[src/rtl/trace_capture_if.sv]
// Readout port of the trace recorder: FIFO head {time, value} offered over valid/ready.
// master = recorder side, slave = consumer side.
interface trace_capture_if #(
  parameter int WIDTH    = 3,
  parameter int TS_WIDTH = 16
);
  logic                rd_valid;
  logic                rd_ready;
  logic [WIDTH-1:0]    rd_value;
  logic [TS_WIDTH-1:0] rd_time;

  modport master (output rd_valid, output rd_value, output rd_time, input rd_ready);
  modport slave  (input rd_valid, input rd_value, input rd_time, output rd_ready);
endinterface

[src/rtl/trace_capture.sv]
// Logic-trace recorder: timestamps every probe-bus change after arming and queues the
// {time, value} events in a fall-through FIFO. Define TRACE_CAPTURE_TS_SAT_EN to saturate ts.
module trace_capture #(
  parameter int WIDTH    = 3,
  parameter int TS_WIDTH = 16,
  parameter int DEPTH    = 8
) (
  input  logic                       clk,
  input  logic                       rst_n,
  input  logic                       en,
  input  logic [WIDTH-1:0]           probe,
  trace_capture_if.master            rd,
  output logic [$clog2(DEPTH+1)-1:0] count,
  output logic                       overflow
);
  localparam int CW = $clog2(DEPTH+1);
  localparam int PW = $clog2(DEPTH);
  localparam logic [CW-1:0] FULL_CNT = CW'(DEPTH);

  typedef enum logic {IDLE, RUN} state_t;

  state_t              state_q, state_d;
  logic [TS_WIDTH-1:0] ts_q, ts_d;
  logic [WIDTH-1:0]    prev_q, prev_d;
  logic [PW-1:0]       wr_ptr_q, rd_ptr_q;
  logic [CW-1:0]       count_q, count_d;
  logic                ovf_q, ovf_d;

  logic [WIDTH-1:0]    val_mem  [DEPTH];
  logic [TS_WIDTH-1:0] time_mem [DEPTH];

  logic                arm, push, pop, full, wr_en, drop;
  logic [TS_WIDTH-1:0] push_ts;

  function automatic logic [TS_WIDTH-1:0] ts_inc(input logic [TS_WIDTH-1:0] t);
`ifdef TRACE_CAPTURE_TS_SAT_EN
    return (&t) ? t : t + 1'b1;
`else
    return t + 1'b1;
`endif
  endfunction

  // Capture FSM: decides whether this edge produces an event and with which timestamp.
  always_comb begin
    state_d = state_q;
    ts_d    = ts_q;
    prev_d  = prev_q;
    arm     = 1'b0;
    push    = 1'b0;
    push_ts = ts_q;
    case (state_q)
      IDLE: begin
        if (en) begin
          arm     = 1'b1;
          push    = 1'b1;
          push_ts = '0;
          prev_d  = probe;
          ts_d    = TS_WIDTH'(1);
          state_d = RUN;
        end
      end
      RUN: begin
        if (en) begin
          push   = (probe != prev_q);
          prev_d = probe;
          ts_d   = ts_inc(ts_q);
        end else begin
          state_d = IDLE;
        end
      end
      default: state_d = IDLE;
    endcase
  end

  // A pop frees the slot on the same edge, so a full FIFO still accepts a push then.
  always_comb begin
    full    = (count_q == FULL_CNT);
    pop     = (count_q != '0) && rd.rd_ready;
    wr_en   = push && (!full || pop);
    drop    = push && full && !pop;
    count_d = count_q + CW'(wr_en) - CW'(pop);
    ovf_d   = arm ? 1'b0 : (ovf_q | drop);
  end

  always_ff @(posedge clk or negedge rst_n) begin
    if (!rst_n) begin
      state_q  <= IDLE;
      ts_q     <= '0;
      prev_q   <= '0;
      wr_ptr_q <= '0;
      rd_ptr_q <= '0;
      count_q  <= '0;
      ovf_q    <= 1'b0;
    end else begin
      state_q  <= state_d;
      ts_q     <= ts_d;
      prev_q   <= prev_d;
      count_q  <= count_d;
      ovf_q    <= ovf_d;
      if (wr_en) wr_ptr_q <= wr_ptr_q + 1'b1;
      if (pop)   rd_ptr_q <= rd_ptr_q + 1'b1;
    end
  end

  always_ff @(posedge clk) begin
    if (wr_en) begin
      val_mem[wr_ptr_q]  <= probe;
      time_mem[wr_ptr_q] <= push_ts;
    end
  end

  // Head is forced to zero when empty so stale storage never shows on the port.
  assign rd.rd_valid = (count_q != '0);
  assign rd.rd_value = rd.rd_valid ? val_mem[rd_ptr_q]  : '0;
  assign rd.rd_time  = rd.rd_valid ? time_mem[rd_ptr_q] : '0;
  assign count       = count_q;
  assign overflow    = ovf_q;
endmodule

[src/flat_wrapper.sv]
// flat-port wrapper written by rule: the top's interface ports become plain ports
module trace_capture_flat 
#(
  parameter int WIDTH    = 3,
  parameter int TS_WIDTH = 16,
  parameter int DEPTH    = 8
)
  (clk, rst_n, en, probe, count, overflow, rd_rd_valid, rd_rd_value, rd_rd_time, rd_rd_ready);
  trace_capture_if #(.WIDTH(WIDTH), .TS_WIDTH(TS_WIDTH)) rd_i ();
  input  logic clk;
  input  logic rst_n;
  input  logic en;
  input  logic [WIDTH-1:0] probe;
  output logic [$clog2(DEPTH+1)-1:0] count;
  output logic overflow;
  output wire logic [$bits(rd_i.rd_valid)-1:0] rd_rd_valid;
  output wire logic [$bits(rd_i.rd_value)-1:0] rd_rd_value;
  output wire logic [$bits(rd_i.rd_time)-1:0] rd_rd_time;
  input wire logic [$bits(rd_i.rd_ready)-1:0] rd_rd_ready;
  assign rd_rd_valid = rd_i.rd_valid;
  assign rd_rd_value = rd_i.rd_value;
  assign rd_rd_time = rd_i.rd_time;
  assign rd_i.rd_ready = rd_rd_ready;
  trace_capture #(.WIDTH(WIDTH), .TS_WIDTH(TS_WIDTH), .DEPTH(DEPTH)) u_core (.clk(clk), .rst_n(rst_n), .en(en), .probe(probe), .rd(rd_i), .count(count), .overflow(overflow));
endmodule
[config.mk]
export PLATFORM = sky130hd
export DESIGN_NAME = trace_capture_flat
export DESIGN_NICKNAME = d
export VERILOG_FILES = /design/src/rtl/trace_capture_if.sv /design/src/rtl/trace_capture.sv /design/src/flat_wrapper.sv
export SDC_FILE = /design/constraint.sdc
export NUM_CORES = 1
export LEC_CHECK = 0
export ABC_CLOCK_PERIOD_IN_PS = 6400
export CAP_MARGIN = 15
export CORE_AREA = 2 2 146 148
export CTS_BUF_LIST = sky130_fd_sc_hd__clkbuf_2 sky130_fd_sc_hd__clkbuf_4 sky130_fd_sc_hd__clkbuf_8
export DETAILED_ROUTE_END_ITERATION = 16
export DIE_AREA = 0 0 148 150
export GPL_ROUTABILITY_DRIVEN = 0
export HOLD_SLACK_MARGIN = 0.15
export PLACE_DENSITY = 0.59
export SLEW_MARGIN = 20
export SYNTH_ARGS = -nofsm -noshare
export SYNTH_HDL_FRONTEND = slang
export SYNTH_SLANG_ARGS = --single-unit
[constraint.sdc]
create_clock -name clk -period 6.4 [get_ports clk]
set_clock_uncertainty 0.15 [all_clocks]
set_input_delay 1.6 -clock clk [delete_from_list [all_inputs] [get_ports clk]]
set_output_delay 1.6 -clock clk [all_outputs]
set_load 0.01 [all_outputs]
==> flow_summary.ini <==
[clock_network]
cts_resized = 0
clk_latency_ns = 0.46
post-cts-setup-buffer-count = 0
clk_pin_slew_ns = 0.08
cts_sinks = 183
root_buffer = clkbuf_8
htree_levels = 4
holdBufCountCts = 0
clockBufferDepth = 2
numCtsBuffers = 17
cts_tree = yes

[yosys]
synth_area_mm2 = 0.00752
async_reset_ff_share_pct = 16.9
synth_edf_count = 152
synth-main-ff-cell = edfxtp_1
synthesis.nets = 442
ys_ff_latch = 183
ys_warn_count = 0
post_synth.cell_area_avg_um2 = 17.7
synthCells = 425
seq_area_frac_synth_pct = 71.0
synth_cell_type_count = 42

[pwr]
cellPowerDensity_mw_per_mm2 = 408
ir_worst_vdd_mv = 0.193
power.leakage_nw = 2.92

[sta]
rsz0062_at_grt = no
setup_violations = 0
max_slew_margin_pct = 38.7
fin_hold_ws_ns = 0.384
finalWorstSetupSlack_ns = 1.55
fin_crit_sh_pct = 75.7
worst_pin_slew_ns = 0.916
drv_slew = 0
finalCriticalPeriod_ns = 4.85
finalHoldViolations = 0
fmax_ghz = 0.206
tns_ns = 0

[placed_design]
dp_hpwl_um = 8790
io_buffers = 31
pre_cts_ws_ns = 1.95
dp_cells = 724

[floorplanning]
start_util_pct = 36.4
die_width_um = 148
coreArea_mm2 = 0.0207
die_h_um = 150
pin_count = 32
num_rows = 53
die-area_mm2 = 0.0222

[worst_hold_path]
hold_path.class = flip-flop to flip-flop

[critical_path]
cp.required_ns = 4.65
crit_type = flip-flop to primary output
reg2reg_slack_ns = 3.62
critPathLaunchType = flip-flop
crit_fanout = 21
worst_ep_arrival_time_ns = 3.10
end_kind = primary output

[global_route]
grt_pass1_vias = 3929
antenna_found_initial = 0
grt_use_total_pct = 13.7
gr-total-overflow = 0
grt_max_degree = 32
grt_pass1_wl_um = 22300

[final_layout]
drive_above_1_share_pct = 21.2
post-route-util_pct = 41.4
n_antenna_cell = 0
final_common_cell = edfxtp_1
areaGrowthSynthToFinish_pct = 14.0
nets = 485
layoutNonFillerInstCount = 756
mostFrequentLayoutCells = edfxtp_1 (152), mux4_2 (38), nor2_1 (33)

[route]
ant_nets = 0
wl_per_cell_um = 18.9
first_iter_violations = 212
vias_per_cell = 4.96
drt-pass1-iter-count = 5
drt_wl_total_um = 14300
route.detailed.drc = 0
vias = 3753

[status]
status = complete, no violations

[run]
cap_viol_max_count = 0
## kinds of logic (layout without fill, tap and decap cells)
group | count (synthesis) | after routing | share of synthesized area, %
AOI/OAI and AO/OA | 21 | 21 | 1.85
xor gates and xnor gates | 15 | 15 | 1.75
adders and majority gates | 10 | 10 | 1.76
buffers and inverters | 35 | 91 | 2.13
DFF | 183 | 183 | 71.0
muxes | 64 | 64 | 15.0
and+or+nand+nor | 97 | 97 | 6.55
## state kept, by name, indices dropped and copies added, names as in the netlist
| signal | flops |
|---|---|
| u_core.val_mem | 24 |
| u_core.count | 4 |
| u_core.state_q | 1 |
| u_core.overflow | 1 |
| u_core.wr_ptr_q | 3 |
| u_core.rd_ptr_q | 3 |
| u_core.time_mem | 128 |
| u_core.prev_q | 3 |
| u_core.ts_q | 16 |
## worst paths after layout
kind | start | cells past startpoint | to
setup / recovery | u_core.rd_ptr_q[0] | 5 | rd_rd_time[14]
hold / removal | u_core.prev_q[1] | 1 | u_core.prev_q[1]
setup reg to reg | u_core.count[2] | 13 | u_core.count[1]
min in group asynchronous | rst_n | 2 | u_core.count[2]
hold reg to reg | u_core.prev_q[1] | 1 | u_core.prev_q[1]
max in group asynchronous | rst_n | 2 | u_core.rd_ptr_q[0]
## layout make-up
class                   count  area [um2]
clock buffers              18         241
clock inverters            14         111
fillers                  1890       12100
inverters                  15        56.3
multi-input cells         207        2070
flip-flops and latches    183        5340
well taps                 275         344
repair buffers             44         408
## where the power goes
part | leakage (nW) | internal (mW) | total, mW | switching (mW)
sequential | 1.79 | 1.49 | 1.67 | 0.180
combinational | 0.965 | 0.631 | 1.15 | 0.514
clock | 0.166 | 0.305 | 0.690 | 0.385
## through the flow
stage | power [mW] | instance area, um2
floorplan | 2.37 | 7520
global placement | 2.85 | 8220
detailed placement | 2.88 | 8220
CTS | 3.57 | 8570
global route | 3.70 | 8570
finish | 3.50 | 8570
## Yosys cell counts (2+ instances only)
cell type	number	area, um2
a21oi_1	2	10.0
o21a_1	2	15.0
dfrtp_1	31	776
edfxtp_1	152	4560
a21o_1	2	15.0
xnor2_1	11	96.3
and2_2	2	15.0
nand3b_1	3	22.5
nor3_1	5	25.0
nand4_1	7	43.8
nor2_1	37	139
o31ai_1	2	15.0
xor2_1	4	35.0
o21ai_0	8	40.0
mux2i_1	19	190
nand2b_1	2	12.5
nand2_1	9	33.8
mux2_2	7	78.8
and2_1	11	68.8
inv_1	15	56.3
nand3_1	10	50.1
mux4_2	38	856
nor4_1	5	31.3
clkbuf_1	10	37.5
ha_1	9	113
buf_2	6	30.0
## layer usage
layer | share of wire (%) | track usage (%)
met5 | 0 | 0
met4 | 1.2 | 5.29
met3 | 4.3 | 2.62
met2 | 51 | 22.5
met1 | 44 | 18.0
## critical path: stages (launching register included)
cell	delay (ns)
dfrtp_2	0.83
buf_4	0.50
mux4_2	0.56
mux2i_1	0.19
nor2_1	0.06
clkdlybuf4s50_1	0.49
Note: power is estimated with default switching activity, not from simulation.
